**src/rtl/ui_pkg.sv**
```systemverilog
// ui_pkg: screen encodings, lookup states, hit-map geometry and address helper shared by ui_click_ctrl
package ui_pkg;
  typedef enum logic [1:0] {SCR_MENU = 2'd0, SCR_GAME = 2'd1, SCR_OVER = 2'd2} screen_e;
  typedef enum logic [1:0] {LK_IDLE, LK_WAIT, LK_CAPT} lk_state_e;
  localparam logic [1:0] BTN_CODE = 2'd2;
  localparam int IMG_W = 320;
  localparam int IMG_H = 240;
  localparam int HIT_ADDR_W = 17;
  function automatic logic [HIT_ADDR_W-1:0] hit_addr(input logic [8:0] hx, input logic [8:0] hy);
    return HIT_ADDR_W'(hx) + HIT_ADDR_W'(hy) * HIT_ADDR_W'(IMG_W);
  endfunction
endpackage

```
**src/rtl/ui_click_ctrl_click_qualifier.sv**
```systemverilog
// click_qualifier: press/release on hovered button -> one-cycle start/return pulse; clk,rst,mouse_left,hover,sel_over,clr in; start_pulse,return_pulse out
module click_qualifier (
  input  logic clk,
  input  logic rst,
  input  logic mouse_left,
  input  logic hover,
  input  logic sel_over,
  input  logic clr,
  output logic start_pulse,
  output logic return_pulse
);
  logic prev_q, armed_q, armed_d, sp_q, rp_q, rise, fall, fire;
  always_comb begin
    rise = mouse_left & ~prev_q;
    fall = ~mouse_left & prev_q;
    fire = fall & armed_q & hover & ~clr;
    armed_d = clr ? 1'b0 : rise ? hover : fall ? 1'b0 : armed_q;
  end
  always_ff @(posedge clk) begin
    if (rst) begin
      prev_q  <= 1'b0;
      armed_q <= 1'b0;
      sp_q    <= 1'b0;
      rp_q    <= 1'b0;
    end else begin
      prev_q  <= mouse_left;
      armed_q <= armed_d;
      sp_q    <= fire & ~sel_over;
      rp_q    <= fire & sel_over;
    end
  end
  assign start_pulse  = sp_q;
  assign return_pulse = rp_q;
endmodule

```
**src/rtl/ui_click_ctrl.sv**
```systemverilog
// ui_click_ctrl: hit-map lookup sequencer + MENU/GAME/OVER screen FSM; mouse/game_over/rom data in; rom_addr, screen, hover_*, *_pulse out
module ui_click_ctrl import ui_pkg::*; #(
  parameter int          ROM_LAT  = 1,
  parameter logic [1:0]  BTN_CODE = ui_pkg::BTN_CODE,
  parameter int          H_RES    = 640,
  parameter int          V_RES    = 480
) (
  input  logic                  clk,
  input  logic                  rst,
  input  logic [9:0]            mouse_x,
  input  logic [9:0]            mouse_y,
  input  logic                  mouse_left,
  input  logic                  game_over,
  output logic [HIT_ADDR_W-1:0] rom_addr,
  input  logic [1:0]            menu_rom_data,
  input  logic [1:0]            over_rom_data,
  output logic [1:0]            screen,
  output logic                  hover_start,
  output logic                  hover_return,
  output logic                  start_pulse,
  output logic                  return_pulse
);
  localparam logic [10:0] HR = 11'(H_RES);
  localparam logic [10:0] VR = 11'(V_RES);
  screen_e scr_q, scr_d;
  lk_state_e st_q, st_d;
  logic [1:0] cnt_q, cnt_d, sel;
  logic [HIT_ADDR_W-1:0] addr_q, addr_d;
  logic in_q, in_d, in_rng, hit, chg, hs_q, hs_d, hr_q, hr_d;
  always_comb begin
    scr_d = (scr_q == SCR_MENU && start_pulse) ? SCR_GAME :
            (scr_q == SCR_GAME && game_over)   ? SCR_OVER :
            (scr_q == SCR_OVER && return_pulse) ? SCR_MENU : scr_q;
    chg = scr_d != scr_q;
    in_rng = ({1'b0, mouse_x} < HR) && ({1'b0, mouse_y} < VR);
    sel = scr_q == SCR_MENU ? menu_rom_data : scr_q == SCR_OVER ? over_rom_data : 2'd0;
    hit = (sel == BTN_CODE) && in_q;
    st_d = chg ? LK_IDLE :
           st_q == LK_IDLE ? LK_WAIT :
           st_q == LK_WAIT ? (cnt_q == 2'd1 ? LK_CAPT : LK_WAIT) : LK_IDLE;
    cnt_d = st_q == LK_IDLE ? 2'(ROM_LAT) : cnt_q - 2'd1;
    addr_d = st_q != LK_IDLE ? addr_q : in_rng ? hit_addr(mouse_x[9:1], mouse_y[9:1]) : '0;
    in_d = st_q == LK_IDLE ? in_rng : in_q;
    hs_d = chg ? 1'b0 : (st_q == LK_CAPT && scr_q == SCR_MENU) ? hit : hs_q;
    hr_d = chg ? 1'b0 : (st_q == LK_CAPT && scr_q == SCR_OVER) ? hit : hr_q;
  end
  always_ff @(posedge clk) begin
    if (rst) begin
      scr_q  <= SCR_MENU;
      st_q   <= LK_IDLE;
      cnt_q  <= 2'd0;
      addr_q <= '0;
      in_q   <= 1'b0;
      hs_q   <= 1'b0;
      hr_q   <= 1'b0;
    end else begin
      scr_q  <= scr_d;
      st_q   <= st_d;
      cnt_q  <= cnt_d;
      addr_q <= addr_d;
      in_q   <= in_d;
      hs_q   <= hs_d;
      hr_q   <= hr_d;
    end
  end
  click_qualifier u_cq (
    .clk          (clk),
    .rst          (rst),
    .mouse_left   (mouse_left),
    .hover        (hs_q | hr_q),
    .sel_over     (scr_q == SCR_OVER),
    .clr          (chg),
    .start_pulse  (start_pulse),
    .return_pulse (return_pulse)
  );
  assign rom_addr     = addr_q;
  assign screen       = scr_q;
  assign hover_start  = hs_q;
  assign hover_return = hr_q;
endmodule

```
**config.mk**
```make
export PLATFORM = sky130hd
export DESIGN_NAME = ui_click_ctrl
export DESIGN_NICKNAME = d
export VERILOG_FILES = /design/src/rtl/ui_pkg.sv /design/src/rtl/ui_click_ctrl_click_qualifier.sv /design/src/rtl/ui_click_ctrl.sv
export SDC_FILE = /design/constraint.sdc
export NUM_CORES = 1
export LEC_CHECK = 0
export CAP_MARGIN = 5
export CORE_MARGIN = 2
export CORE_UTILIZATION = 35
export DETAILED_ROUTE_END_ITERATION = 6
export SYNTH_ARGS = -nofsm -noshare
export SYNTH_HDL_FRONTEND = slang
export SYNTH_SLANG_ARGS = --single-unit
export TNS_END_PERCENT = 50
```
**constraint.sdc**
```tcl
create_clock -name clk -period 3.6 [get_ports clk]
set_clock_uncertainty 0.2 [all_clocks]
set_input_delay 0.72 -clock clk [delete_from_list [all_inputs] [get_ports clk]]
set_output_delay 0.72 -clock clk [all_outputs]
set_load 0.02 [all_outputs]
```
==> results of run 1 <==
power by group through the flow:
stage                     sequential, uW  clock (uW)  combinational [uW]
after CTS                            355         282                 261
after global placement               362           0                 258
after detailed placement             362           0                 259
final                                355         269                 257
after floorplan                      373           0                 153
after global routing                 356         296                 288
cell usage in the layout, fill, tap and decap left out, drive strengths merged, types with 3 or more instances in the layout:
cell type	synthesis	routed
clkdlybuf4s50	0	48
dfxtp	30	30
nor2	29	29
ha	20	20
a22oi	13	13
a21oi	11	11
inv	9	9
buf	2	9
nand2	8	8
o21ai	8	8
clkbuf	3	7
xor2	6	6
nor3	5	5
xnor2	4	4
nand2b	3	3
nor2b	3	3
a22o	3	3
nor4	3	3
nand3	3	3
worst max-delay path, stage by stage:
cell and delay [ns]:
clkdlybuf4s50_1 0.42, ha_1 0.30, ha_1 0.22, fa_1 0.41
a211oi_1 0.33, nor2_1 0.10, xor2_1 0.28, nand4_1 0.15
xnor2_1 0.15, a22o_1 0.19
how the worst max path moves through the flow:
| stage | depth (start not counted) | slack (ns) | end | start |
|---|---|---|---|---|
| 2_1_floorplan | 9 | 0.50 | rom_addr[16] | mouse_y[2] |
| 3_3_place_gp | 10 | -0.007 | rom_addr[16] | mouse_y[2] |
| 3_5_place_dp | 10 | 0.003 | rom_addr[16] | mouse_y[2] |
| 4_1_cts | 10 | 0.27 | rom_addr[16] | mouse_y[2] |
| 5_1_grt | 10 | 0.13 | rom_addr[16] | mouse_y[2] |
| 6_report | 10 | 0.29 | rom_addr[16] | mouse_y[2] |
flip-flops by register name (all words and copies together), names as in the netlist:
| signal | count |
|---|---|
| rom_addr | 17 |
| cnt_q | 2 |
| screen | 2 |
| st_q | 2 |
| hover_return | 1 |
| hover_start | 1 |
| in_q | 1 |
| u_cq.armed_q | 1 |
| u_cq.prev_q | 1 |
| u_cq.return_pulse | 1 |
| u_cq.start_pulse | 1 |
cell type report:
type | count | area share, %
clock buffer | 7 | 3.560
clock inverter | 1 | 0.2064
inverter | 9 | 1.393
multi-input combinational | 146 | 44.01
sequential | 30 | 24.77
tap | 67 | 3.457
timing repair buffer | 57 | 22.60
metal layers:
layer  up-vias  part of all wire, %  wire [um]
met5         -                    0          0
met4         0                  1.8         66
met3         7                  4.9        176
met2        34                   45       1612
met1       667                   49       1764
li1        805                    -          -
cell families after synthesis:
logic type                 after synthesis  synth area share (%)
and+or+nand+nor                         65                 19.97
xor gates and xnor gates                10                 5.083
DFF                                     30                 34.86
AOI/OAI and AO/OA                       49                 20.04
buffers and inverters                   14                 3.195
adders and majority gates               22                 16.85
stage by stage:
stage	cell area [sq um]	hold slack [ns]	power (uW)	instances	util (%)
floorplan	1723	0.2153	525.9	190	-
global placement	2333	0.2286	620.3	309	49.40
detailed placement	2333	0.2388	621.1	309	49.40
CTS	2425	0.2479	897.7	317	51.34
global route	2425	0.2790	939.6	317	51.34
finish	2425	0.2468	881.4	317	51.34
==> results.yml, run 1 <==
status:
  outcome: "complete, no violations"
drt:
  wl_um: 3620
  vias: 1513
  drt_iter0_drc: 41
  drt-pass1-iter-count: 4
  drc_errors: 0
  postRouteAntennaNets: 0
  via_per_inst: 4.773
  wl_per_cell_um: 11.42
die:
  io_pins: 51
  die_x_um: 74.16
  rows: 25
  fp.dieH_um: 74.16
  core-area_sq_um: 4723
  die_area_sq_um: 5500
  start_util_pct: 36.48
synthesis:
  yosys.area.top_type: "dfxtp_1"
  avgSynthCellArea_sq_um: 9.068
  ys_top_cells_by_area: "dfxtp_1 (35%), ha_1 (15%), nor2_1 (6.3%)"
  synth_most_common_cell: "dfxtp_1"
  syn_nets: 240
  async_reset_ff_share_pct: 0
  synth_edf_count: 0
  yosysWarnings: 0
  yosysTopAreaCellShare_pct: 34.86
  synth.distinct_cells: 45
  netlist_top_cells_count: "dfxtp_1 (30), nor2_1 (29), ha_1 (20)"
  ys.flop_type: "dfxtp_1"
  ys_seq_area_share_pct: 34.86
  ys_ff_latch: 30
  syn_area_sq_um: 1723
  syn_inst: 190
critical_path:
  arrival_ns: 3.27
  critPathMaxFanout: 4
  path_class: "input pin to flip-flop"
  reg2reg_depth: 3
  worstReg2RegStart: "st_q[1]"
  crit_path_end_kind: "flip-flop"
  cp-start-kind: "input pin"
  required_ns: 3.57
  r2r_slack_ns: 1.79
  r2r_end: "rom_addr[14]"
min_path:
  hold_start: "cnt_q[0]"
  hold_end: "cnt_q[0]"
  hold_class: "flip-flop to flip-flop"
  hold_path_depth: 1
global_routing:
  grt_use_met3_pct: 4.065
  antenna_found_initial: 0
  grt_usage_pct: 14.65
  busiest_layer: "met2"
  grt_max_degree: 23
  grt_pass1_vias: 1458
  grt_overflow: 0
  grt_pass1_wl_um: 6272
  use_met2_pct: 23.31
  grtUsageMet1_pct: 18.81
sta:
  fin_ws_ns: 0.2941
  hold_viol_final: 0
  finalCritPeriodShare_pct: 91.83
  setup_viol: 0
  slew_headroom_pct: 56.33
  period_needed_ns: 3.306
  rsz0062_at_grt: "no"
  tns_ns: 0
  drv_slew: 0
  fmax_ghz: 0.3025
  tightest_slew_ns: 0.6550
clocking:
  cts.sinks: 30
  cts_root_buf: "clkbuf_8"
  htreeDepth: 2
  clk_path_buf_depth: 2
  clkTransAtPathRegs_ns: 0.06
  post_cts_resize_count: 0
  post-cts-setup-buffer-count: 0
  cts_hold_buf: 0
  cts_made_buffers: 5
  cts_tree: "built"
  clock_latency_ns: 0.28
flow_run:
  maxCapViolCount: 0
cells_and_area:
  syn_to_final_growth_pct: 40.74
  drive_above_1_share_pct: 10.40
  num_antenna_cells: 0
  fillCellCount: 469
  regArea_sq_um: 600.6
  multiInputGateArea_sq_um: 1067
  num-nets-final: 299
pwr:
  p_int_uw: 627.7
  clock_power_share_pct: 30.6
  combPwrFrac_pct: 29.2
  cellLeakagePower_uw: 0.0009658
  p_seq_share_pct: 40.3
  p_switching_uw: 253.7
  switching_share_pct: 28.79
  p_per_area_nw_per_um2: 363.5
  peakVddDrop_uv: 213.9
placement:
  place_hpwl_um: 2811
  port_buffers: 48
  gp_congestion: 0.7719
  dp_slack_ns: 0.003157
No activity file was read; power rests on OpenSTA's default activity.
==> run 2, diff against run 1 <==
--- a/config.mk
+++ b/config.mk
@@ -9,6 +9,7 @@
 export CORE_MARGIN = 2
 export CORE_UTILIZATION = 35
 export DETAILED_ROUTE_END_ITERATION = 6
+export DONT_BUFFER_PORTS = 1
 export SYNTH_ARGS = -nofsm -noshare
 export SYNTH_HDL_FRONTEND = slang
 export SYNTH_SLANG_ARGS = --single-unit
==> run 2 against run 1 <==
- power is 7.1% lower
- critical path depth shrank 1
- sequential cell count stayed put
- sequential power is 4% higher
- die area did not move
- combinational power is 32% lower
- final cell count is 18% lower
- routed wire length is 4.6% lower
- hold slack got worse by 0.0072 ns
- core utilization is 12 points lower
- critical endpoint unchanged
- largest cell class unchanged
- highest routed layer unchanged
==> results.yml, run 2 (synthesis gave the netlist of run 1 again) <==
critical_path:
  r2r_end: "rom_addr[9]"
  cp-start-kind: "input pin"
  critPathMaxFanout: 4
  required_ns: 3.57
  worstReg2RegStart: "st_q[1]"
  cp.depth: 9
  r2r_slack_ns: 1.36
  crit_end: "rom_addr[16]"
  path_buf_inv: 0
  reg2reg_depth: 4
  path_class: "input pin to flip-flop"
  slowest_delay_ns: 0.43
  crit_path_end_kind: "flip-flop"
  cpMaxStageDelayCell: "a211oi_1"
  crit_start: "mouse_y[2]"
  arrival_ns: 2.98
  cp_top_family: "adder cells"
  crit_top_cell: "ha_1"
  crit_chain: "ha_1 > ha_1 > fa_1 > a211oi_1 > nor2_1 > xor2_1 > nand4_1 > xnor2_1 > a22o_1"
sta:
  slew_headroom_pct: 37.08
  hold_viol_final: 0
  finalCritPeriodShare_pct: 83.78
  drv_slew: 0
  tns_ns: 0
  tightest_slew_ns: 0.9386
  setup_viol: 0
  period_needed_ns: 3.016
  fin_ws_ns: 0.5840
  fmax_ghz: 0.3316
  rsz0062_at_grt: "no"
cells_and_area:
  num-nets-final: 242
  regArea_sq_um: 600.6
  largest_reg_flops: 17
  syn_to_final_growth_pct: 8.932
  post_layout_nonfiller_instances: 260
  layout_commonest_cell: "dfxtp_1"
  drive_above_1_share_pct: 8.808
  multiInputGateArea_sq_um: 1067
  num_antenna_cells: 0
  fin_util_pct: 39.74
  final_area_sq_um: 1877
  fillCellCount: 481
  final_cell_mix: "dfxtp_1 (30), nor2_1 (29), ha_1 (20)"
global_routing:
  grt_usage_pct: 13.27
  antenna_found_initial: 0
  grt_pass1_vias: 1288
  grt_pass1_wl_um: 5616
  grt_overflow: 0
  grt_max_degree: 23
clocking:
  cts_hold_buf: 0
  cts_tree: "built"
  post_cts_resize_count: 0
  clkTransAtPathRegs_ns: 0.06
  clock_latency_ns: 0.27
  clk_path_buf_depth: 2
  cts_made_buffers: 5
  post-cts-setup-buffer-count: 0
  htreeDepth: 2
  cts.sinks: 30
  cts_root_buf: "clkbuf_8"
drt:
  vias: 1345
  via_per_inst: 5.173
  postRouteAntennaNets: 0
  wl_um: 3454
  drc_errors: 0
  drt-pass1-iter-count: 4
  wl_per_cell_um: 13.28
  drt_iter0_drc: 53
placement:
  gp_congestion: 0.7499
  port_buffers: 0
  placedInstanceArea_sq_um: 1785
  place_hpwl_um: 2644
  dp_slack_ns: 0.3054
  dp_cells: 252
die:
  rows: 25
  io_pins: 51
  die_x_um: 74.16
  fp.dieH_um: 74.16
  start_util_pct: 36.48
  die_area_sq_um: 5500
  core-area_sq_um: 4723
min_path:
  hold_class: "flip-flop to flip-flop"
pwr:
  p_per_area_nw_per_um2: 436.3
  peakVddDrop_uv: 240.7
  cellLeakagePower_uw: 0.0007446
status:
  outcome: "complete, no violations"
flow_run:
  maxCapViolCount: 0
[run 2: through the flow]
stage	hold WS, ns	power [uW]
after floorplan	0.2153	525.9
after global placement	0.2211	552.7
after detailed placement	0.2294	554.2
after CTS	0.2383	833.4
after global routing	0.2797	877.7
final	0.2396	818.9
[run 2: per-layer routing]
metal  GRT usage (%)  share of wire (%)  wire length (um)  vias to the layer above
met5               0                  0                 0                        -
met4           4.848                1.5                53                        0
met3           4.878                7.4               255                        7
met2           21.23                 46              1578                       33
met1           16.40                 45              1566                      613
li1                -                  -                 -                      692
[run 2: how the worst min path moves through the flow]
stage	start	endpoint	slack (ns)	depth (start not counted)
3_3_place_gp	cnt_q[0]	cnt_q[0]	0.22	1
2_1_floorplan	cnt_q[0]	cnt_q[0]	0.22	1
5_1_grt	cnt_q[0]	cnt_q[0]	0.28	1
3_5_place_dp	cnt_q[0]	cnt_q[0]	0.23	1
4_1_cts	cnt_q[0]	cnt_q[0]	0.24	1
6_report	cnt_q[0]	cnt_q[0]	0.24	1
[run 2: area by class of cell]
type	count	share of cell area (%)
multi-input combinational	146	56.87
sequential	30	32.00
clock buffer	7	4.600
tap	67	4.467
inverter	9	1.800
clock inverter	1	0.2667
[run 2: worst reg2reg max path, cell delays in order, from the launching register on]
cell     delay (ns)
dfxtp_1        0.33
or2_1          0.48
nor3_2         0.86
a32oi_1        0.20
nor2_1         0.12
[run 2: report_power, final]
part,internal (uW),switching (uW),total (uW)
Combinational,75.4,101,176
Clock,154,120,274
Sequential,347,21.4,368
